## src/rtl/mem_wait_responder.sv

```systemverilog
// Slow-memory bus responder: accepts one word request, waits LATENCY cycles, then acks.
// Misaligned or out-of-range accesses are acknowledged with addr_err and have no effect.
module mem_wait_responder #(
    parameter int unsigned ADDR_W  = 8,
    parameter int unsigned LATENCY = 2
) (
    input  logic        clk,
    input  logic        reset,
    input  logic        req,
    input  logic        we,
    input  logic [31:0] addr,
    input  logic [31:0] wdata,
    output logic [31:0] rdata,
    output logic        ack,
    output logic        addr_err,
    output logic        busy
);

    localparam int unsigned Depth   = 2 ** ADDR_W;
    localparam logic [3:0]  CntInit = 4'(LATENCY - 1);

    typedef enum logic [1:0] {StIdle, StWait, StResp} state_e;

    state_e              state_q, state_d;
    logic [3:0]          cnt_q, cnt_d;
    logic                we_q, we_d;
    logic                err_q, err_d;
    logic [ADDR_W-1:0]   addr_q, addr_d;
    logic [31:0]         wdata_q, wdata_d;
    logic [31:0]         rdata_q, rdata_d;

    logic [7:0]          mem [Depth];

    logic                req_err;
    logic                commit;
    logic                cmt_we;
    logic [ADDR_W-1:0]   cmt_addr;
    logic [31:0]         cmt_wdata;
    logic [ADDR_W-1:0]   b0, b1, b2, b3;

    assign req_err = (addr[1:0] != 2'b00) || ((addr >> ADDR_W) != 32'd0);

    // Big-endian byte lanes of the word being committed
    assign b0 = {cmt_addr[ADDR_W-1:2], 2'd0};
    assign b1 = {cmt_addr[ADDR_W-1:2], 2'd1};
    assign b2 = {cmt_addr[ADDR_W-1:2], 2'd2};
    assign b3 = {cmt_addr[ADDR_W-1:2], 2'd3};

    always_ff @(posedge clk) begin
        if (!reset) begin
            state_q <= StIdle;
            cnt_q   <= '0;
            we_q    <= 1'b0;
            err_q   <= 1'b0;
            addr_q  <= '0;
            wdata_q <= '0;
            rdata_q <= '0;
        end else begin
            state_q <= state_d;
            cnt_q   <= cnt_d;
            we_q    <= we_d;
            err_q   <= err_d;
            addr_q  <= addr_d;
            wdata_q <= wdata_d;
            rdata_q <= rdata_d;
        end
    end

    // Storage is never cleared; a reset on the commit edge suppresses the write.
    always_ff @(posedge clk) begin
        if (reset && commit && cmt_we) begin
            mem[b0] <= cmt_wdata[31:24];
            mem[b1] <= cmt_wdata[23:16];
            mem[b2] <= cmt_wdata[15:8];
            mem[b3] <= cmt_wdata[7:0];
        end
    end

    always_comb begin
        state_d   = state_q;
        cnt_d     = cnt_q;
        we_d      = we_q;
        err_d     = err_q;
        addr_d    = addr_q;
        wdata_d   = wdata_q;
        commit    = 1'b0;
        cmt_we    = we_q;
        cmt_addr  = addr_q;
        cmt_wdata = wdata_q;
        unique case (state_q)
            StIdle: begin
                if (req) begin
                    we_d    = we;
                    addr_d  = addr[ADDR_W-1:0];
                    wdata_d = wdata;
                    err_d   = req_err;
                    if (req_err) begin
                        state_d = StResp;
                    end else begin
                        cnt_d = CntInit;
                        if (LATENCY == 1) begin
                            // Single-cycle latency commits straight from the bus inputs
                            state_d   = StResp;
                            commit    = 1'b1;
                            cmt_we    = we;
                            cmt_addr  = addr[ADDR_W-1:0];
                            cmt_wdata = wdata;
                        end else begin
                            state_d = StWait;
                        end
                    end
                end
            end
            StWait: begin
                cnt_d = cnt_q - 4'd1;
                if (cnt_q == 4'd1) begin
                    state_d = StResp;
                    commit  = 1'b1;
                end
            end
            StResp: state_d = StIdle;
            default: state_d = StIdle;
        endcase
        rdata_d = rdata_q;
        if (commit && !cmt_we) begin
            rdata_d = {mem[b0], mem[b1], mem[b2], mem[b3]};
        end
    end

    always_comb begin
        ack      = (state_q == StResp);
        addr_err = (state_q == StResp) && err_q;
        busy     = (state_q != StIdle);
        rdata    = rdata_q;
    end

endmodule
```

## config.mk

```make
export PLATFORM = sky130hd
export DESIGN_NAME = mem_wait_responder
export DESIGN_NICKNAME = d
export VERILOG_FILES = /design/src/rtl/mem_wait_responder.sv
export SDC_FILE = /design/constraint.sdc
export NUM_CORES = 2
export LEC_CHECK = 0
export ABC_AREA = 1
export CAP_MARGIN = 20
export CORE_MARGIN = 3
export CORE_UTILIZATION = 45
export DETAILED_ROUTE_END_ITERATION = 7
export PLACE_DENSITY_LB_ADDON = 0.1
export SYNTH_ARGS = -nofsm -noshare
export SYNTH_HDL_FRONTEND = slang
export SYNTH_SLANG_ARGS = --single-unit
```

## constraint.sdc

```tcl
create_clock -name clk -period 5.31 [get_ports clk]
set_clock_uncertainty 0.1 [all_clocks]
set_input_delay 1.3275 -clock clk [delete_from_list [all_inputs] [get_ports clk]]
set_output_delay 1.3275 -clock clk [all_outputs]
set_load 0.05 [all_outputs]
```

# --- Yosys cells after proc, flatten, opt, wreduce, memory -nomap -nowiden ---
# Memories as Yosys holds them, arrays and structs flattened. A register that Yosys moved wholly into a read port is not among the register bits.
# Cells that the tools add are included.
word_totals:
  register_bits: 48
  mem_bits_rw: 2048
  input_bits: 68
  output_inout_bits: 35
  word_cells: 43
  memories: 1
memory_table:
  columns: ["memory", "depth", "width", "read_ports", "rd_clocked_by_memory_dff", "wr", "line", "rtl"]
  rows:
  - ["mem", 256, 8, 4, 4, 4, "32", "logic [7:0] mem [Depth];"]
classes:
  add_sub_neg: 1
  eq_ne: 6
  mux: 11
  reduce_logical: 18
ops:
  columns: ["cell", "count"]
  rows:
  - ["$reduce_bool A32 Y1", 1]
  - ["$mux W4", 2]
  - ["$pmux W4 S2", 1]
  - ["$mux W2", 3]
  - ["$ne A2 B2 Y1 const B", 3]
  - ["$reduce_bool A2 Y1", 3]
  - ["$logic_not A1 Y1", 5]
  - ["$eq A4 B1 Y1 const B", 1]
  - ["$logic_and A1 B1 Y1", 4]
  - ["$mux W1", 4]
  - ["$pmux W2 S2", 1]
  - ["$reduce_and A2 Y1", 2]
  - ["$sub A4 B1 Y4 const B", 1]
  - ["$reduce_and A3 Y1", 1]
  - ["$eq A2 B1 Y1 const B", 1]
  - ["$eq A2 B2 Y1 const B", 1]
  - ["$logic_not A2 Y1", 1]
  - ["$logic_or A1 B1 Y1", 1]

# --- Depth between registers and ports, before layout ---
logic_depth:
  word_depth: 7
  depth_mapped: 17
  mapped_depth_nobuf: 13

# --- Worst setup path before layout ---
# Ideal clock, no wire load.
synth_path:
  path_type: "input port to flip-flop"
  start: "input port reset"
  end: "memory mem[10][0], enable pin"
  setup_ns: 0.461
  arrival_time_ns: 4.224
  t_required_ns: 4.749
  slack_ns: 0.525
  path_stages: 4
  n_path_buf: 0
  path_cell_list: "inv_2 -> nor4_4 -> nand2_1 -> nor3_1"
synth_rtl:
  columns: ["item", "line", "rtl"]
  rows:
  - ["start, declared", "8", "input logic reset,"]
  - ["end, declared", "32", null]

# --- Final worst setup path ---
layout_path:
  start: "register state_q[1]"
  end: "output port addr_err"
layout_between:
  elab_chain_cells: 2
layout_lines:
  columns: ["item", "line", "rtl"]
  rows:
  - ["start, declared", "24", "state_e state_q, state_d;"]
  - ["start signal, assigned", "51", "state_q <= StIdle;"]
  - ["start signal, assigned", "59", "state_q <= state_d;"]
  - ["$eq A2 B2 Y1", "132", "addr_err = (state_q == StResp) && err_q;"]
  - ["$logic_and A1 B1 Y1", "132", null]
  - ["end, declared", "15", "output logic addr_err,"]
# Every way passes these cells.

==> impl_metrics.prom <==
# TYPE chip_impl_metric gauge
chip_impl_metric{name="min_period_over_period",unit=""} 0.728
chip_impl_metric{name="drt_first_iter_violations",unit=""} 7295
chip_impl_metric{name="worst-path-max-fanout",unit=""} 4
chip_impl_metric{name="worst_slack_on_hold_paths",unit="ns"} 0.357
chip_impl_metric{name="cts_setup_buffers",unit=""} 0
chip_impl_metric{name="slowest_delay",unit="ns"} 0.90
chip_impl_metric{name="critical_path.n_buffers_inverters",unit=""} 2
chip_impl_info{name="clock_tree.root_cell",value="clkbuf_16"} 1
chip_impl_metric{name="synth_area_in_compound_gates",unit=""} 0.00634
chip_impl_metric{name="transition_time_of_the_tightest_slew_check_pin",unit="ns"} 1.17
chip_impl_info{name="layout.cells.most_common",value="nand2_1"} 1
chip_impl_info{name="most-common-layout-cells",value="nand2_1 (5720), edfxtp_1 (2048), clkbuf_16 (220), nor2_1 (162), buf_4 (148)"} 1
chip_impl_metric{name="postCtsResizedCells",unit=""} 0
chip_impl_info{name="cts_tree",value="done"} 1
chip_impl_metric{name="synthesized_area_fraction_occupied_by_and_or_nand_nor_cells",unit=""} 0.256
chip_impl_info{name="worst_r2r_endpoint",value="mem[76][2]"} 1
chip_impl_metric{name="grt_first_pass_wirelength",unit="um"} 398000
chip_impl_metric{name="final_report_max_slew_violation_count",unit=""} 0
chip_impl_metric{name="grt_max_degree",unit=""} 188
chip_impl_metric{name="antenna_found_initial",unit=""} 17
chip_impl_metric{name="yosys.area_share.adder",unit=""} 0.000280
chip_impl_metric{name="instances_no_fill",unit=""} 11700
chip_impl_metric{name="ys_ff_latch",unit=""} 2126
chip_impl_metric{name="row_count",unit=""} 162
chip_impl_metric{name="post-place-cells",unit=""} 11300
chip_impl_metric{name="grt_pass1_vias",unit=""} 56800
chip_impl_metric{name="drt_wl_total",unit="um"} 274000
chip_impl_metric{name="synthDistinctLibCells",unit=""} 32
chip_impl_metric{name="start_util",unit=""} 0.455
chip_impl_info{name="worstPathCellList",value="inv_1 > nor3_1 > clkdlybuf4s50_1"} 1
chip_impl_metric{name="cp_data_required_time",unit="ns"} 3.88
chip_impl_metric{name="final-setup-viol-count",unit=""} 0
chip_impl_metric{name="gp_routability_congestion",unit=""} 0.849
chip_impl_metric{name="totalNegativeSetupSlack",unit="ns"} 0
chip_impl_metric{name="post_dp_hpwl",unit="um"} 157000
chip_impl_metric{name="vias",unit=""} 60800
chip_impl_metric{name="syn2layout_area_growth",unit="%"} 12.4
chip_impl_metric{name="worst_slack",unit="ns"} 1.44
chip_impl_metric{name="fp.coreArea",unit="um^2"} 196000
chip_impl_metric{name="drt-pass1-iter-count",unit=""} 5
chip_impl_metric{name="placed_cell_area",unit="um^2"} 93400
chip_impl_metric{name="worst-endpoint-arrival",unit="ns"} 2.44
chip_impl_metric{name="hold_depth",unit=""} 2
chip_impl_metric{name="overflow",unit=""} 0
chip_impl_info{name="worst_r2r_startpoint",value="cnt_q[1]"} 1
chip_impl_metric{name="cts_buffers",unit=""} 217
chip_impl_metric{name="max_cap_violations",unit=""} 0
chip_impl_metric{name="number_of_synthesized_flops_with_an_enable_pin",unit=""} 2048
chip_impl_info{name="grt_setup_unrepaired",value="no"} 1
chip_impl_info{name="hold_class",value="flop to flop"} 1
chip_impl_info{name="cp_top_family",value="buffers and inverters"} 1
chip_impl_metric{name="wl_per_cell",unit="um"} 23.4
chip_impl_metric{name="timing_hold_violations_final",unit=""} 0
chip_impl_metric{name="number_of_buffers_added_to_fix_hold_violations_after_cts",unit=""} 0
chip_impl_info{name="cpMaxStageDelayCell",value="clkdlybuf4s50_1"} 1
chip_impl_metric{name="vdd.ir_drop.worst",unit="mV"} 0.332
chip_impl_metric{name="track_usage",unit=""} 0.267
chip_impl_metric{name="synth-xor-area-share",unit=""} 0.0000981
chip_impl_info{name="dominantRegCellSynth",value="edfxtp_1"} 1
chip_impl_info{name="worst-setup-path-type",value="flop to output port"} 1
chip_impl_metric{name="r2r.worst_path.cells",unit=""} 8
chip_impl_metric{name="netlist_area",unit="um^2"} 89300
chip_impl_metric{name="timing.final.crit_period",unit="ns"} 3.87
chip_impl_metric{name="design.final.nets",unit=""} 8951
chip_impl_info{name="cp-end-kind",value="output port"} 1
chip_impl_metric{name="cts_htree_levels",unit=""} 4
chip_impl_metric{name="clock_transition_at_path_regs",unit="ns"} 0.06
chip_impl_metric{name="clk-insertion-delay-late",unit="ns"} 0.88
chip_impl_metric{name="route.antenna.remaining_nets",unit=""} 0
chip_impl_info{name="hold_path.startpoint",value="err_q"} 1
chip_impl_metric{name="vias_per_cell",unit=""} 5.20
chip_impl_metric{name="synth_sequential_area_ratio",unit=""} 0.706
chip_impl_metric{name="synth_cells",unit=""} 8831
chip_impl_metric{name="ys.warnings.count",unit=""} 0
chip_impl_info{name="crit_path_start_kind",value="flop"} 1
chip_impl_metric{name="cellPowerDensity",unit="nW/um^2"} 371
chip_impl_info{name="worst_hold_end",value="err_q"} 1
chip_impl_metric{name="asyncSetResetFlopFracSynth",unit=""} 0
chip_impl_metric{name="timing.slew.headroom",unit=""} 0.222
chip_impl_metric{name="r2r_setup_slack",unit="ns"} 1.44
chip_impl_metric{name="fmaxAchievable",unit="GHz"} 0.259
chip_impl_info{name="largest_family_of_logic_cells_by_synthesized_area",value="simple AND/OR/NAND/NOR gates"} 1
chip_impl_metric{name="worst_slack_placed",unit="ns"} 0.645
chip_impl_metric{name="io_buffers",unit=""} 102
chip_impl_metric{name="mappedNetlistNets",unit=""} 8901
chip_impl_metric{name="muxShareOfSynthArea",unit=""} 0
chip_impl_metric{name="postSynthAreaPerCell",unit="um^2"} 10.1
chip_impl_metric{name="clockBufferDepth",unit=""} 3
chip_impl_metric{name="die_h",unit="um"} 451
chip_impl_metric{name="route.detailed.drc",unit=""} 0
chip_impl_metric{name="die-width",unit="um"} 451
chip_impl_info{name="status",value="finished clean"} 1
chip_impl_metric{name="floorplan.die_area",unit="um^2"} 204000
chip_impl_metric{name="fin_area",unit="um^2"} 100000
chip_impl_metric{name="layout-drive-gt1-share",unit=""} 0.0648
chip_impl_metric{name="cellLeakagePower",unit="uW"} 0.0415
chip_impl_metric{name="clock-sinks",unit=""} 2126
chip_impl_metric{name="top_level_ports",unit=""} 103
-- area by class of cell --
class                      count  area [um^2]
sequential                  2126        63100
inverter                     131          528
multi-input combinational   6132        23900
fill                       17600        95700
clock buffer                 294         5860
tap                         2624         3280
clock inverter               107         1020
antenna                        3         7.51
timing repair buffer         273         2590
-- per-stage QoR --
step	utilization	power [uW]
floorplan	-	21000
global placement	0.476	22600
detailed placement	0.477	22600
CTS	0.512	37400
global route	0.512	38400
finish	0.512	37200
-- routing by layer --
metal	global-route usage	vias up	share of wire
met4	0.0920	2	0.036
met5	0.00536	-	0.00056
li1	-	28600	-
met1	0.398	29500	0.44
met2	0.393	2280	0.43
met3	0.0472	376	0.086
-- cells in the mapped netlist, types with 7 or more instances --
library cell	number	share of area
nand2_1	5720	0.24
nand3_1	46	0.0026
o21ai_0	42	0.0024
inv_1	122	0.0051
clkbuf_1	102	0.0043
a21oi_1	53	0.0030
buf_6	13	0.0016
nor2_1	222	0.0093
o211ai_1	8	0.00067
nand2_2	7	0.00049
edfxtp_1	2048	0.69
nor3_1	7	0.00039
buf_4	39	0.0033
nor3_4	7	0.0013
buf_1	23	0.00097
buf_2	259	0.015
dfxtp_1	78	0.017
-- power breakdown --
part	switching, uW	internal, uW
Clock	6440	8490
Sequential	239	18600
Combinational	2700	749
-- cell families (layout without fill, tap and decap cells) --
| kind of cell | Yosys count | in the layout |
|---|---|---|
| buffers and inverters | 573 | 805 |
| xor gates and xnor gates | 1 | 1 |
| and+or+nand+nor | 6020 | 6020 |
| adders and majority gates | 2 | 2 |
| DFF | 2126 | 2126 |
| AOI/OAI and AO/OA | 109 | 109 |
| other | 0 | 3 |
-- sequential cells by signal, summed over array words and instances (netlist names) --
name / count
err_q: 1
cnt_q: 4
state_q: 2
cmt_we: 1
mem: 2048
rdata: 32
cmt_wdata: 32
addr_q: 6
-- worst reg2reg max path, stage by stage, from the launching register on --
cell and delay [ns]:
dfxtp_1 0.32, inv_1 0.07, ha_1 0.21, nand2_1 0.14, nor4_4 0.87, nand3_1 0.48
buf_4 0.38, nor2_4 0.60, buf_4 0.38
-- worst max-delay path by stage --
stage,from,to,slack (ns),cells past startpoint
6_report,state_q[1],addr_err,1.44,3
4_1_cts,state_q[1],addr_err,1.39,3
3_3_place_gp,reset,mem[77][6],0.70,7
3_5_place_dp,reset,mem[76][2],0.65,7
2_1_floorplan,reset,mem[10][0],0.53,4
5_1_grt,cnt_q[1],mem[78][5],1.39,8
Power figures use the tool's default switching activity.
